File: src/rtl/rv32_inst_loader.sv
// Purpose     : encodes RV32I field bundles (R, lw, sw, beq) into 32-bit words and
//               writes them to instruction memory at consecutive word addresses.
// Latency     : one cycle from an accepted bundle to its registered imem_we pulse.
// Backpressure: in_ready drops once the session's last bundle or the top address has
//               been accepted, and stays low outside LOAD; one bundle per cycle otherwise.
//
// Ports:
//   clk, rst                 clock and synchronous active-high reset
//   start                    opens a session from IDLE or DONE
//   in_valid / in_ready      field-bundle handshake
//   in_kind .. in_last       instruction fields, signed byte offset, end-of-session mark
//   imem_we/addr/wdata       registered instruction-memory write port
//   busy, done, full         session status
//   err_imm                  sticky: an out-of-range immediate was dropped this session
//   count                    words written this session
module rv32_inst_loader #(
  parameter int          ADDR_WIDTH = 8,
  parameter int unsigned BASE_ADDR  = 0
) (
  input  logic                  clk,
  input  logic                  rst,
  input  logic                  start,
  input  logic                  in_valid,
  output logic                  in_ready,
  input  logic [1:0]            in_kind,
  input  logic [4:0]            in_rd,
  input  logic [4:0]            in_rs1,
  input  logic [4:0]            in_rs2,
  input  logic [2:0]            in_funct3,
  input  logic                  in_f7b5,
  input  logic [12:0]           in_imm,
  input  logic                  in_last,
  output logic                  imem_we,
  output logic [ADDR_WIDTH-1:0] imem_addr,
  output logic [31:0]           imem_wdata,
  output logic                  busy,
  output logic                  done,
  output logic                  full,
  output logic                  err_imm,
  output logic [ADDR_WIDTH:0]   count
);

  typedef enum logic [1:0] {
    IDLE = 2'd0,
    LOAD = 2'd1,
    DONE = 2'd2
  } state_t;

  localparam logic [ADDR_WIDTH-1:0] BASE     = ADDR_WIDTH'(BASE_ADDR);
  localparam logic [ADDR_WIDTH-1:0] TOP      = {ADDR_WIDTH{1'b1}};
  localparam logic [ADDR_WIDTH-1:0] ADDR_ONE = {{(ADDR_WIDTH-1){1'b0}}, 1'b1};
  localparam logic [ADDR_WIDTH:0]   CNT_ONE  = {{ADDR_WIDTH{1'b0}}, 1'b1};

  state_t                  state_q;
  state_t                  state_d;
  logic [ADDR_WIDTH-1:0]   next_addr;   // address the next legal bundle will be written to
  logic                    last_seen;   // in_last already accepted this session
  logic                    top_seen;    // top address already accepted this session
  logic                    accept;
  logic                    start_session;
  logic                    imm_ok;
  logic [31:0]             enc;

  assign in_ready      = (state_q == LOAD) && !last_seen && !top_seen;
  assign accept        = in_valid && in_ready;
  assign start_session = start && ((state_q == IDLE) || (state_q == DONE));
  assign busy          = (state_q == LOAD) || imem_we;
  assign done          = (state_q == DONE);

  // Field encoder; memory and branch kinds force their own funct3.
  always_comb begin
    enc    = 32'd0;
    imm_ok = 1'b1;
    case (in_kind)
      2'b00: enc = {1'b0, in_f7b5, 5'b00000, in_rs2, in_rs1, in_funct3, in_rd, 7'b0110011};
      2'b01: begin
        enc    = {in_imm[11:0], in_rs1, 3'b010, in_rd, 7'b0000011};
        imm_ok = (in_imm[12] == in_imm[11]);
      end
      2'b10: begin
        enc    = {in_imm[11:5], in_rs2, in_rs1, 3'b010, in_imm[4:0], 7'b0100011};
        imm_ok = (in_imm[12] == in_imm[11]);
      end
      default: begin
        enc    = {in_imm[12], in_imm[10:5], in_rs2, in_rs1, 3'b000,
                  in_imm[4:1], in_imm[11], 7'b1100011};
        imm_ok = !in_imm[0];
      end
    endcase
  end

  // The session closes one edge after the ending bundle is accepted, which is
  // also the edge that retires its write.
  always_comb begin
    state_d = state_q;
    case (state_q)
      IDLE:    if (start) state_d = LOAD;
      LOAD:    if (last_seen || top_seen) state_d = DONE;
      DONE:    if (start) state_d = LOAD;
      default: state_d = IDLE;
    endcase
  end

  always_ff @(posedge clk) begin
    if (rst) begin
      state_q    <= IDLE;
      imem_we    <= 1'b0;
      imem_addr  <= '0;
      imem_wdata <= 32'd0;
      full       <= 1'b0;
      err_imm    <= 1'b0;
      count      <= '0;
      next_addr  <= BASE;
      last_seen  <= 1'b0;
      top_seen   <= 1'b0;
    end else begin
      state_q <= state_d;
      imem_we <= accept && imm_ok;

      if (accept && imm_ok) begin
        imem_addr  <= next_addr;
        imem_wdata <= enc;
        next_addr  <= next_addr + ADDR_ONE;
        if (next_addr == TOP) top_seen <= 1'b1;
      end
      if (accept && !imm_ok) err_imm   <= 1'b1;
      if (accept && in_last) last_seen <= 1'b1;

      if (imem_we) count <= count + CNT_ONE;

      if ((state_q == LOAD) && (state_d == DONE)) full <= top_seen;

      // Only reachable from IDLE/DONE, where no write is ever in flight.
      if (start_session) begin
        next_addr <= BASE;
        count     <= '0;
        err_imm   <= 1'b0;
        full      <= 1'b0;
        last_seen <= 1'b0;
        top_seen  <= 1'b0;
      end
    end
  end

endmodule

File: config.mk
export PLATFORM = sky130hd
export DESIGN_NAME = rv32_inst_loader
export DESIGN_NICKNAME = d
export VERILOG_FILES = /design/src/rtl/rv32_inst_loader.sv
export SDC_FILE = /design/constraint.sdc
export NUM_CORES = 1
export LEC_CHECK = 0
export BUFFER_PORTS_ARGS = -buffer_cell sky130_fd_sc_hd__buf_4
export CORE_UTILIZATION = 54
export CTS_CLUSTER_DIAMETER = 40
export DETAILED_ROUTE_END_ITERATION = 6
export PLACE_DENSITY = 0.92
export SLEW_MARGIN = 20
export SYNTH_ARGS = -nofsm -noshare
export SYNTH_HDL_FRONTEND = slang
export SYNTH_SLANG_ARGS = --single-unit
export TNS_END_PERCENT = 5
File: constraint.sdc
create_clock -name clk -period 4.27 [get_ports clk]
set_clock_uncertainty 0.15 [all_clocks]
set_input_delay 0.6405 -clock clk [delete_from_list [all_inputs] [get_ports clk]]
set_output_delay 0.6405 -clock clk [all_outputs]
set_load 0.05 [all_outputs]
==> impl_metrics.prom, run 1 <==
# TYPE chip_impl_metric gauge
chip_impl_info{name="run_status",value="completed"} 1
chip_impl_metric{name="floorplan.die.width",unit="um"} 73.2
chip_impl_info{name="global_route.peak_usage_layer",value="met2"} 1
chip_impl_metric{name="detail_route.drc_violations",unit=""} 0
chip_impl_metric{name="dr.pass1.iters",unit=""} 6
chip_impl_metric{name="timing_worst_slew_pin_value",unit="ps"} 1070
chip_impl_metric{name="first_global_vias",unit=""} 2342
chip_impl_metric{name="synthCells",unit=""} 310
chip_impl_metric{name="die_height",unit="um"} 73.2
chip_impl_metric{name="start_util",unit="%"} 57.2
chip_impl_metric{name="net_count_reported_at_finish",unit=""} 433
chip_impl_metric{name="postPlaceCellArea",unit="mm^2"} 0.00340
chip_impl_metric{name="gr-usage-all-layers",unit="%"} 26.5
chip_impl_metric{name="gp_congestion",unit=""} 0.883
chip_impl_metric{name="clk_transition_reported_paths",unit="ps"} 60
chip_impl_metric{name="via_to_cell_ratio",unit=""} 5.90
chip_impl_metric{name="syn-mean-instance-area",unit="um^2"} 8.84
chip_impl_metric{name="synth.cell_area",unit="mm^2"} 0.00274
chip_impl_metric{name="synthesis.yosys.warnings",unit=""} 0
chip_impl_info{name="cts_root_buf",value="sky130_fd_sc_hd__clkbuf_8"} 1
chip_impl_metric{name="power.combinational.fraction",unit="%"} 15.7
chip_impl_metric{name="detailedRoute.firstIterationViolations",unit=""} 246
chip_impl_metric{name="period_minus_slack",unit="ps"} 2830
chip_impl_metric{name="grt_first_pass_wirelength",unit="um"} 10700
chip_impl_metric{name="peakVddDrop",unit="mV"} 0.209
chip_impl_metric{name="ys_seq_elements",unit=""} 61
chip_impl_metric{name="setup_viol",unit=""} 0
chip_impl_metric{name="final_cell_area",unit="mm^2"} 0.00359
chip_impl_metric{name="drive_above_1_share",unit="%"} 30.4
chip_impl_metric{name="grt_start_max_net_pins",unit=""} 45
chip_impl_metric{name="postCtsSetupBuffers",unit=""} 0
chip_impl_metric{name="area_delta_synth_final",unit="%"} 31.2
chip_impl_metric{name="setup-tns-final",unit="ps"} 0
chip_impl_metric{name="place.detailed.hpwl",unit="um"} 4720
chip_impl_metric{name="cp_arrival",unit="ps"} 2900
chip_impl_metric{name="cp.required",unit="ps"} 4350
chip_impl_metric{name="globalRouteMet1Util",unit="%"} 31.9
chip_impl_metric{name="maxSlewViolCount",unit=""} 0
chip_impl_metric{name="cts_inserted_buffers",unit=""} 9
chip_impl_metric{name="yosysUniqueCellTypes",unit=""} 41
chip_impl_metric{name="register_area",unit="mm^2"} 0.00122
chip_impl_metric{name="num_rows",unit=""} 25
chip_impl_metric{name="fillerInstances",unit=""} 364
chip_impl_info{name="rsz0062_at_grt",value="false"} 1
chip_impl_info{name="startpoint_type_of_the_worst_setup_path",value="input pin"} 1
chip_impl_metric{name="power_density",unit="mW/mm^2"} 361
chip_impl_metric{name="timing.final.hold_violations",unit=""} 0
chip_impl_metric{name="insertion_delay",unit="ps"} 330
chip_impl_metric{name="timing.max_slew.rel_slack",unit="%"} 28.5
chip_impl_metric{name="cts.hold.buffers_added",unit=""} 0
chip_impl_metric{name="total_of_cells_resized_after_clock_tree_synthesis",unit=""} 0
chip_impl_metric{name="dp.cells",unit=""} 443
chip_impl_metric{name="slowest_delay",unit="ps"} 910
chip_impl_metric{name="io_buffer_count",unit=""} 91
chip_impl_metric{name="ios",unit=""} 94
chip_impl_metric{name="die_area",unit="mm^2"} 0.00536
chip_impl_info{name="hold_path_class",value="flop to flop"} 1
chip_impl_metric{name="max_cap_viol_count",unit=""} 0
chip_impl_metric{name="grt_antenna_before_repair",unit=""} 0
chip_impl_metric{name="fraction_of_power_spent_switching_nets",unit="%"} 26.9
chip_impl_info{name="timing.critical_path.cells",value="buf_4 -> ha_1 -> nor2b_1 -> a221o_1 -> a21oi_1 -> a211oi_1"} 1
chip_impl_metric{name="holdWs",unit="ps"} 325
chip_impl_metric{name="share_clk_of_total_power",unit="%"} 38.9
chip_impl_info{name="cp-end-kind",value="flop"} 1
chip_impl_metric{name="multi_input_area",unit="mm^2"} 0.00138
chip_impl_info{name="worst-setup-path-type",value="input pin to flop"} 1
chip_impl_metric{name="p_int",unit="mW"} 0.947
chip_impl_metric{name="yosysSeqAreaShare",unit="%"} 44.6
chip_impl_metric{name="ant_nets",unit=""} 0
chip_impl_metric{name="cts_sinks",unit=""} 61
chip_impl_metric{name="final_core_utilization",unit="%"} 75.1
chip_impl_metric{name="met3_usage",unit="%"} 5.94
chip_impl_metric{name="antenna_cells_inserted",unit=""} 0
chip_impl_metric{name="met2_demand_to_capacity_share_in_global_routing",unit="%"} 43.8
chip_impl_metric{name="maxClockFrequency",unit="MHz"} 354
chip_impl_metric{name="core",unit="mm^2"} 0.00479
chip_impl_metric{name="static_leakage",unit="nW"} 1.49
chip_impl_info{name="crit_slowest_cell",value="sky130_fd_sc_hd__a221o_1"} 1
chip_impl_metric{name="via_count",unit=""} 2701
chip_impl_info{name="cts_tree",value="yes"} 1
chip_impl_metric{name="detail_route.wl_per_cell",unit="um"} 15.6
chip_impl_metric{name="grt-ovfl-total",unit=""} 0
chip_impl_metric{name="ctsLongestPathBuffers",unit=""} 2
chip_impl_metric{name="h-tree-depth",unit=""} 3
chip_impl_metric{name="timing.critical_path.fanout_max",unit=""} 31
chip_impl_metric{name="seq_power_share",unit="%"} 45.4
chip_impl_metric{name="final_min_period_over_clock_period",unit="%"} 66.2
chip_impl_metric{name="drt-total-wl",unit="um"} 7150
chip_impl_metric{name="finish.cell_count_without_fillers",unit=""} 458
chip_impl_metric{name="switchingPower",unit="mW"} 0.348
## flip-flops by register name, summed over array words and instances (netlist names)
name / count
imem_addr: 8
full: 1
count: 9
err_imm: 1
top_seen: 1
next_addr: 8
last_seen: 1
imem_we: 1
state_q: 2
imem_wdata: 29
## critical path: cells and delay by family
family	cells	cell delay (ps)
and+or+nand+nor	1	430
buffers and inverters	1	120
adders and majority gates	1	350
AOI/OAI and AO/OA	3	1360
## worst paths after layout
check                 startpoint             end  slack (ps)  cells past startpoint
setup / recovery      in_kind[0]   imem_wdata[5]        1440                      6
setup reg to reg        top_seen  imem_wdata[30]        2010                      4
hold / removal    imem_wdata[19]  imem_wdata[19]         320                      2
hold reg to reg   imem_wdata[19]  imem_wdata[19]         320                      2
## Yosys cell counts
cell | n | area share (%)
sky130_fd_sc_hd__a221o_1 | 1 | 0.37
sky130_fd_sc_hd__o21ba_2 | 1 | 0.37
sky130_fd_sc_hd__a311oi_1 | 1 | 0.32
sky130_fd_sc_hd__nor2_2 | 1 | 0.23
sky130_fd_sc_hd__nor2_1 | 19 | 2.6
sky130_fd_sc_hd__mux2i_1 | 1 | 0.37
sky130_fd_sc_hd__o21a_1 | 1 | 0.27
sky130_fd_sc_hd__and2_1 | 1 | 0.23
sky130_fd_sc_hd__ha_1 | 7 | 3.2
sky130_fd_sc_hd__a221oi_2 | 1 | 0.55
sky130_fd_sc_hd__dfxtp_1 | 61 | 45
sky130_fd_sc_hd__and3_1 | 4 | 0.91
sky130_fd_sc_hd__conb_1 | 1 | 0.14
sky130_fd_sc_hd__and4_1 | 2 | 0.64
sky130_fd_sc_hd__a22oi_1 | 10 | 2.7
sky130_fd_sc_hd__buf_1 | 1 | 0.14
sky130_fd_sc_hd__clkbuf_1 | 14 | 1.9
sky130_fd_sc_hd__nor4b_4 | 1 | 0.87
sky130_fd_sc_hd__xor2_1 | 7 | 2.2
sky130_fd_sc_hd__inv_1 | 5 | 0.69
sky130_fd_sc_hd__or4_1 | 7 | 1.9
sky130_fd_sc_hd__a21oi_1 | 45 | 8.2
sky130_fd_sc_hd__nand2_1 | 4 | 0.55
sky130_fd_sc_hd__buf_6 | 1 | 0.41
sky130_fd_sc_hd__buf_4 | 4 | 1.1
sky130_fd_sc_hd__nor3_1 | 3 | 0.55
sky130_fd_sc_hd__nor2b_1 | 7 | 1.6
sky130_fd_sc_hd__or2_2 | 3 | 0.69
sky130_fd_sc_hd__o211a_1 | 5 | 1.8
sky130_fd_sc_hd__xnor2_1 | 2 | 0.64
sky130_fd_sc_hd__a211oi_1 | 10 | 2.7
sky130_fd_sc_hd__nand4_1 | 5 | 1.1
sky130_fd_sc_hd__o31ai_1 | 6 | 1.6
sky130_fd_sc_hd__buf_2 | 8 | 1.5
sky130_fd_sc_hd__nand2b_1 | 1 | 0.23
sky130_fd_sc_hd__o21ai_0 | 25 | 4.6
sky130_fd_sc_hd__a31o_2 | 5 | 1.6
sky130_fd_sc_hd__nand2_4 | 1 | 0.41
sky130_fd_sc_hd__or3_1 | 2 | 0.46
sky130_fd_sc_hd__a2111oi_0 | 1 | 0.32
sky130_fd_sc_hd__nand3_1 | 25 | 4.6
## power by group through the flow
stage	sequential (mW)	clock (mW)	combinational, mW
2_1_floorplan	0.632	0	0.104
3_3_place_gp	0.600	0	0.196
3_5_place_dp	0.600	0	0.200
4_1_cts	0.588	0.510	0.201
5_1_grt	0.589	0.529	0.215
6_report	0.588	0.503	0.204
## cell usage in the layout (no fill, tap or decap), types with 6 or more instances in the layout
master	n
sky130_fd_sc_hd__a211oi_1	10
sky130_fd_sc_hd__clkbuf_8	11
sky130_fd_sc_hd__ha_1	7
sky130_fd_sc_hd__nand3_1	25
sky130_fd_sc_hd__nor2b_1	7
sky130_fd_sc_hd__dfxtp_1	61
sky130_fd_sc_hd__xor2_1	7
sky130_fd_sc_hd__o31ai_1	6
sky130_fd_sc_hd__or4_1	7
sky130_fd_sc_hd__buf_4	93
sky130_fd_sc_hd__o21ai_0	25
sky130_fd_sc_hd__a22oi_1	10
sky130_fd_sc_hd__a21oi_1	45
sky130_fd_sc_hd__nor2_1	19
## metal layers
layer  wire length (um)  vias up
met5                  0        -
met4                175        0
met3                423       18
met2               3660      111
met1               2880     1283
li1                   -     1289
## cell families after synthesis
logic type      share of synthesized area [%]
compound gates                           25.5
xor+xnor                                 2.88
fa+ha+maj                                3.20
buf+inv                                  5.71
flops                                    44.6
mux                                     0.365
other cells                             0.137
simple gates                             17.6
## layout make-up
type,instances,area share (%)
tap,67,2.33
timing repair buffer,93,19.4
sequential,61,34.0
clock inverter,1,0.836
inverter,5,0.522
clock buffer,14,4.53
multi-input combinational,217,38.3
## through the flow
stage / setup WS (ps) / total power, mW
3_5_place_dp: 1120 / 0.800
2_1_floorplan: 1830 / 0.736
4_1_cts: 1480 / 1.30
5_1_grt: 1240 / 1.33
6_report: 1440 / 1.30
3_3_place_gp: 1300 / 0.796
No activity file was read; power rests on OpenSTA's default activity.
==> run 2, diff against run 1 <==
--- a/config.mk
+++ b/config.mk
@@ -6,10 +6,10 @@
 export NUM_CORES = 1
 export LEC_CHECK = 0
 export BUFFER_PORTS_ARGS = -buffer_cell sky130_fd_sc_hd__buf_4
-export CORE_UTILIZATION = 54
+export CORE_UTILIZATION = 50
 export CTS_CLUSTER_DIAMETER = 40
 export DETAILED_ROUTE_END_ITERATION = 6
-export PLACE_DENSITY = 0.92
+export PLACE_DENSITY = 0.87
 export SLEW_MARGIN = 20
 export SYNTH_ARGS = -nofsm -noshare
 export SYNTH_HDL_FRONTEND = slang
==> constraint.sdc (replaced) <==
create_clock -name clk -period 2.8 [get_ports clk]
set_clock_uncertainty 0.15 [all_clocks]
set_input_delay 0.42 -clock clk [delete_from_list [all_inputs] [get_ports clk]]
set_output_delay 0.42 -clock clk [all_outputs]
set_load 0.05 [all_outputs]
==> impl_metrics.prom, run 2 (synthesis results as in run 1) <==
# TYPE chip_impl_metric gauge
chip_impl_info{name="run_status",value="completed"} 1
chip_impl_metric{name="num_rows",unit=""} 26
chip_impl_metric{name="clk_transition_reported_paths",unit="ps"} 70
chip_impl_info{name="most-common-layout-cells",value="sky130_fd_sc_hd__buf_4, sky130_fd_sc_hd__dfxtp_1, sky130_fd_sc_hd__a21oi_1, sky130_fd_sc_hd__nand3_1, sky130_fd_sc_hd__o21ai_0"} 1
chip_impl_metric{name="cts_sinks",unit=""} 61
chip_impl_metric{name="detail_route.drc_violations",unit=""} 0
chip_impl_metric{name="ctsLongestPathBuffers",unit=""} 2
chip_impl_info{name="worst-setup-path-type",value="flop to flop"} 1
chip_impl_metric{name="final_cell_area",unit="mm^2"} 0.00364
chip_impl_metric{name="area_delta_synth_final",unit="%"} 32.8
chip_impl_metric{name="die_area",unit="mm^2"} 0.00578
chip_impl_metric{name="via_count",unit=""} 2652
chip_impl_metric{name="cp_arrival",unit="ps"} 2280
chip_impl_metric{name="place.detailed.hpwl",unit="um"} 4760
chip_impl_metric{name="ant_nets",unit=""} 0
chip_impl_info{name="cp-end-kind",value="flop"} 1
chip_impl_info{name="hp-start",value="in_last"} 1
chip_impl_info{name="hold_path_class",value="input pin to flop"} 1
chip_impl_metric{name="holdWs",unit="ps"} 155
chip_impl_metric{name="dr.pass1.iters",unit=""} 4
chip_impl_info{name="rsz0062_at_grt",value="false"} 1
chip_impl_metric{name="static_leakage",unit="nW"} 1.52
chip_impl_info{name="crit_path_from",value="top_seen"} 1
chip_impl_metric{name="gr-usage-all-layers",unit="%"} 24.7
chip_impl_info{name="layout_commonest_cell",value="sky130_fd_sc_hd__buf_4"} 1
chip_impl_metric{name="floorplan.die.width",unit="um"} 76.0
chip_impl_info{name="cts_root_buf",value="sky130_fd_sc_hd__clkbuf_8"} 1
chip_impl_metric{name="timing.max_slew.rel_slack",unit="%"} 52.9
chip_impl_metric{name="total_of_cells_resized_after_clock_tree_synthesis",unit=""} 0
chip_impl_info{name="cts_tree",value="yes"} 1
chip_impl_metric{name="die_height",unit="um"} 76.0
chip_impl_info{name="biggest_register",value="imem_wdata"} 1
chip_impl_metric{name="grt_antenna_before_repair",unit=""} 0
chip_impl_metric{name="power_density",unit="mW/mm^2"} 539
chip_impl_metric{name="grt_start_max_net_pins",unit=""} 45
chip_impl_metric{name="final_core_utilization",unit="%"} 69.9
chip_impl_metric{name="grt_first_pass_wirelength",unit="um"} 11500
chip_impl_metric{name="met2_demand_to_capacity_share_in_global_routing",unit="%"} 41.5
chip_impl_metric{name="postCtsSetupBuffers",unit=""} 0
chip_impl_metric{name="io_buffer_count",unit=""} 91
chip_impl_metric{name="fillerInstances",unit=""} 414
chip_impl_metric{name="timing.critical_path.fanout_max",unit=""} 44
chip_impl_metric{name="peakVddDrop",unit="mV"} 0.377
chip_impl_metric{name="cp.required",unit="ps"} 2830
chip_impl_metric{name="final_min_period_over_clock_period",unit="%"} 80.4
chip_impl_metric{name="net_count_reported_at_finish",unit=""} 438
chip_impl_metric{name="fraction_of_power_spent_switching_nets",unit="%"} 28.1
chip_impl_metric{name="drt-total-wl",unit="um"} 6880
chip_impl_metric{name="share_clk_of_total_power",unit="%"} 38.1
chip_impl_metric{name="setup-tns-final",unit="ps"} 0
chip_impl_metric{name="ios",unit=""} 94
chip_impl_metric{name="period_minus_slack",unit="ps"} 2250
chip_impl_metric{name="first_global_vias",unit=""} 2465
chip_impl_metric{name="start_util",unit="%"} 52.6
chip_impl_metric{name="cts_inserted_buffers",unit=""} 9
chip_impl_info{name="global_route.peak_usage_layer",value="met2"} 1
chip_impl_metric{name="switchingPower",unit="mW"} 0.551
chip_impl_metric{name="postPlaceCellArea",unit="mm^2"} 0.00344
chip_impl_metric{name="drive_above_1_share",unit="%"} 32.0
chip_impl_metric{name="antenna_cells_inserted",unit=""} 0
chip_impl_metric{name="power.combinational.fraction",unit="%"} 16.1
chip_impl_metric{name="detailedRoute.firstIterationViolations",unit=""} 144
chip_impl_metric{name="maxSlewViolCount",unit=""} 0
chip_impl_metric{name="grt-ovfl-total",unit=""} 0
chip_impl_info{name="largestRegisters",value="imem_wdata x29, count x9"} 1
chip_impl_metric{name="timing.final.hold_violations",unit=""} 0
chip_impl_metric{name="core",unit="mm^2"} 0.00520
chip_impl_metric{name="gp_congestion",unit=""} 0.819
chip_impl_metric{name="timing_worst_slew_pin_value",unit="ps"} 706
chip_impl_metric{name="h-tree-depth",unit=""} 3
chip_impl_metric{name="setup_viol",unit=""} 0
chip_impl_info{name="crit-reg2reg-launch",value="top_seen"} 1
chip_impl_metric{name="insertion_delay",unit="ps"} 340
chip_impl_metric{name="met3_usage",unit="%"} 6.83
chip_impl_metric{name="max_cap_viol_count",unit=""} 0
chip_impl_metric{name="seq_power_share",unit="%"} 45.7
chip_impl_metric{name="globalRouteMet1Util",unit="%"} 29.0
chip_impl_info{name="startpoint_type_of_the_worst_setup_path",value="flop"} 1
chip_impl_metric{name="p_int",unit="mW"} 1.41
chip_impl_metric{name="maxClockFrequency",unit="MHz"} 444
chip_impl_metric{name="cts.hold.buffers_added",unit=""} 0
chip_impl_metric{name="via_to_cell_ratio",unit=""} 5.68
chip_impl_metric{name="largest_reg_flops",unit=""} 29
chip_impl_metric{name="detail_route.wl_per_cell",unit="um"} 14.7
==> run 2: cell count changes in the layout (fill, tap and decap cells not counted), sizes merged <==
cell | before | now
clkbuf | 14 | 13
clkinv | 0 | 2
clkinvlp | 0 | 1
buf | 93 | 98
bufinv | 1 | 0
==> run 2: metal layers <==
layer	vias up	wire length, um
li1	1297	-
met1	1272	2940
met2	70	3390
met3	13	408
met4	0	138
met5	-	0
==> run 2: path summary, 6_finish.rpt <==
check | endpoint | slack [ps] | cells past startpoint
min | last_seen | 160 | 3
min reg2reg | imem_addr[7] | 320 | 2
max reg2reg | imem_wdata[30] | 550 | 4
max | imem_wdata[30] | 550 | 4
==> run 2: stage by stage <==
stage	setup WS, ps	total power, mW	std cells
floorplan	531	1.12	311
global placement	476	1.22	451
detailed placement	416	1.23	451
CTS	582	1.97	467
global route	337	2.04	467
finish	549	1.96	467
==> run 2: worst max-delay path: stages, from the launching register on <==
cell	delay, ps
sky130_fd_sc_hd__dfxtp_1	360
sky130_fd_sc_hd__nor4b_4	420
sky130_fd_sc_hd__nand2_4	300
sky130_fd_sc_hd__nor2_2	660
sky130_fd_sc_hd__a311oi_1	180
==> run 2: power groups by stage <==
| stage | registers (mW) | logic, mW | clock network, mW |
|---|---|---|---|
| global placement | 0.915 | 0.308 | 0 |
| detailed placement | 0.915 | 0.314 | 0 |
| global route | 0.898 | 0.339 | 0.805 |
| floorplan | 0.964 | 0.159 | 0 |
| CTS | 0.896 | 0.315 | 0.759 |
| finish | 0.896 | 0.317 | 0.747 |
==> run 2: cell type report <==
type,count,area [um^2],area share [%]
multi-input cells,217,1380,37.9
flip-flops and latches,61,1220,33.6
repair buffers,98,736,20.2
clock buffers,13,179,4.92
well taps,70,87.6,2.41
inverters,5,18.8,0.516
clock inverters,3,17.5,0.482
==> run 3, diff against run 2 <==
==> constraint.sdc (replaced) <==
create_clock -name clk -period 2.3 [get_ports clk]
set_clock_uncertainty 0.15 [all_clocks]
set_input_delay 0.345 -clock clk [delete_from_list [all_inputs] [get_ports clk]]
set_output_delay 0.345 -clock clk [all_outputs]
set_load 0.05 [all_outputs]
==> impl_metrics.prom, run 3 (synthesis results as in run 1) <==
# TYPE chip_impl_metric gauge
chip_impl_info{name="worst-setup-path-type",value="flop to flop"} 1
chip_impl_metric{name="gr-usage-all-layers",unit="%"} 24.3
chip_impl_metric{name="die_area",unit="mm^2"} 0.00578
chip_impl_metric{name="drt-total-wl",unit="um"} 6630
chip_impl_metric{name="cp.required",unit="ps"} 2380
chip_impl_metric{name="postPlaceCellArea",unit="mm^2"} 0.00347
chip_impl_metric{name="seq_power_share",unit="%"} 45.5
chip_impl_metric{name="setup_slack",unit="ps"} 308
chip_impl_metric{name="cp_arrival",unit="ps"} 2070
chip_impl_metric{name="detail_route.wl_per_cell",unit="um"} 14.2
chip_impl_metric{name="clk_transition_reported_paths",unit="ps"} 60
chip_impl_metric{name="static_leakage",unit="nW"} 1.54
chip_impl_metric{name="antenna_cells_inserted",unit=""} 0
chip_impl_metric{name="io_buffer_count",unit=""} 91
chip_impl_info{name="cp-end-kind",value="flop"} 1
chip_impl_metric{name="via_count",unit=""} 2617
chip_impl_metric{name="start_util",unit="%"} 52.6
chip_impl_metric{name="via_to_cell_ratio",unit=""} 5.60
chip_impl_metric{name="switchingPower",unit="mW"} 0.640
chip_impl_metric{name="final_cell_area",unit="mm^2"} 0.00367
chip_impl_metric{name="power_density",unit="mW/mm^2"} 654
chip_impl_metric{name="peakVddDrop",unit="mV"} 0.548
chip_impl_info{name="cts_root_buf",value="sky130_fd_sc_hd__clkbuf_8"} 1
chip_impl_metric{name="net_count_reported_at_finish",unit=""} 441
chip_impl_metric{name="setup_viol",unit=""} 0
chip_impl_metric{name="grt_start_max_net_pins",unit=""} 38
chip_impl_metric{name="num_rows",unit=""} 26
chip_impl_metric{name="total_of_cells_resized_after_clock_tree_synthesis",unit=""} 0
chip_impl_metric{name="met2_length",unit="um"} 3310
chip_impl_info{name="largestRegisters",value="imem_wdata x29, count x9"} 1
chip_impl_metric{name="cts_sinks",unit=""} 61
chip_impl_metric{name="p_int",unit="mW"} 1.76
chip_impl_info{name="hold_path_class",value="input pin to flop"} 1
chip_impl_info{name="most-common-layout-cells",value="sky130_fd_sc_hd__buf_4, sky130_fd_sc_hd__dfxtp_1, sky130_fd_sc_hd__a21oi_1, sky130_fd_sc_hd__nand3_1, sky130_fd_sc_hd__o21ai_0"} 1
chip_impl_metric{name="core",unit="mm^2"} 0.00520
chip_impl_metric{name="finish.cell_count_without_fillers",unit=""} 467
chip_impl_metric{name="largest_reg_flops",unit=""} 29
chip_impl_info{name="layout_commonest_cell",value="sky130_fd_sc_hd__buf_4"} 1
chip_impl_metric{name="die_height",unit="um"} 76.0
chip_impl_metric{name="grt_antenna_before_repair",unit=""} 0
chip_impl_info{name="startpoint_type_of_the_worst_setup_path",value="flop"} 1
chip_impl_metric{name="ant_nets",unit=""} 0
chip_impl_metric{name="wl_met1",unit="um"} 2820
chip_impl_metric{name="insertion_delay",unit="ps"} 340
chip_impl_metric{name="first_global_vias",unit=""} 2430
chip_impl_info{name="timing.critical_path.cells",value="nor4b_4 -> nand2_4 -> buf_4 -> o211a_1 -> a31o_2"} 1
chip_impl_info{name="crit_slowest_cell",value="sky130_fd_sc_hd__nor4b_4"} 1
chip_impl_metric{name="maxClockFrequency",unit="MHz"} 502
chip_impl_metric{name="detailedRoute.firstIterationViolations",unit=""} 190
chip_impl_metric{name="final_min_period_over_clock_period",unit="%"} 86.6
chip_impl_metric{name="grt_first_pass_wirelength",unit="um"} 11200
chip_impl_metric{name="h-tree-depth",unit=""} 3
chip_impl_metric{name="detail_route.drc_violations",unit=""} 0
chip_impl_metric{name="timing.critical_path.fanout_max",unit=""} 34
chip_impl_metric{name="share_clk_of_total_power",unit="%"} 38.1
chip_impl_metric{name="grt-ovfl-total",unit=""} 0
chip_impl_metric{name="cts.hold.buffers_added",unit=""} 0
chip_impl_info{name="run_status",value="completed"} 1
chip_impl_metric{name="gp_congestion",unit=""} 0.803
chip_impl_metric{name="dp.cells",unit=""} 454
chip_impl_metric{name="holdWs",unit="ps"} 77.1
chip_impl_metric{name="postCtsSetupBuffers",unit=""} 0
chip_impl_metric{name="dpl_ws",unit="ps"} 52.9
chip_impl_metric{name="slowest_delay",unit="ps"} 430
chip_impl_metric{name="max_cap_viol_count",unit=""} 0
chip_impl_info{name="biggest_register",value="imem_wdata"} 1
chip_impl_info{name="cts_tree",value="yes"} 1
chip_impl_metric{name="period_minus_slack",unit="ps"} 1990
chip_impl_metric{name="power.combinational.fraction",unit="%"} 16.4
chip_impl_info{name="rsz0062_at_grt",value="false"} 1
chip_impl_metric{name="setup-tns-final",unit="ps"} 0
chip_impl_info{name="dr.max_layer_used",value="met4"} 1
chip_impl_metric{name="floorplan.die.width",unit="um"} 76.0
chip_impl_metric{name="area_delta_synth_final",unit="%"} 33.9
chip_impl_metric{name="drive_above_1_share",unit="%"} 32.0
chip_impl_metric{name="timing.final.hold_violations",unit=""} 0
chip_impl_metric{name="wl_met3",unit="um"} 357
chip_impl_metric{name="maxSlewViolCount",unit=""} 0
chip_impl_metric{name="ios",unit=""} 94
chip_impl_metric{name="place.detailed.hpwl",unit="um"} 4570
chip_impl_metric{name="dr.pass1.iters",unit=""} 6
chip_impl_metric{name="ctsLongestPathBuffers",unit=""} 2
chip_impl_metric{name="cts_inserted_buffers",unit=""} 9
chip_impl_metric{name="fraction_of_power_spent_switching_nets",unit="%"} 26.7
## run 3: power groups by stage
stage,clock network [mW],logic [mW],registers (mW)
global placement,0,0.382,1.11
CTS,0.936,0.390,1.09
global route,0.993,0.423,1.09
floorplan,0,0.193,1.17
detailed placement,0,0.388,1.11
finish,0.914,0.393,1.09
## run 3: critical path, delay by kind of cell (launching register included)
family          cells  cell delay, ps
simple gates        2             690
flops               1             360
buf+inv             1             250
compound gates      2             430
## run 3: worst paths after layout
| check | from | to | slack (ps) | depth (start not counted) |
|---|---|---|---|---|
| worst max-delay path | top_seen | imem_wdata[28] | 310 | 5 |
| worst min-delay path | in_imm[9] | imem_wdata[29] | 80 | 2 |
| worst max register to register | top_seen | imem_wdata[28] | 310 | 5 |
| worst min register to register | imem_addr[5] | imem_addr[5] | 320 | 2 |
## run 3: layout make-up
cell class / instances / area (um^2)
Sequential cell: 61 / 1220
Timing Repair Buffer: 101 / 771
Tap cell: 70 / 87.6
Clock inverter: 2 / 35.0
Multi-Input combinational cell: 217 / 1380
Clock buffer: 11 / 151
Inverter: 5 / 18.8
Fill cell: 419 / 1540
## run 3: per-layer routing
layer  GRT usage (%)  up-vias
met2            39.5       84
met5               0        -
met4            12.3        0
li1                -     1297
met3            7.07       10
met1            29.4     1226
## run 3: through the flow
| stage | util, % | power (mW) |
|---|---|---|
| 2_1_floorplan | - | 1.37 |
| 3_3_place_gp | 66.8 | 1.50 |
| 3_5_place_dp | 66.8 | 1.50 |
| 4_1_cts | 70.3 | 2.42 |
| 5_1_grt | 70.4 | 2.51 |
| 6_report | 70.4 | 2.40 |
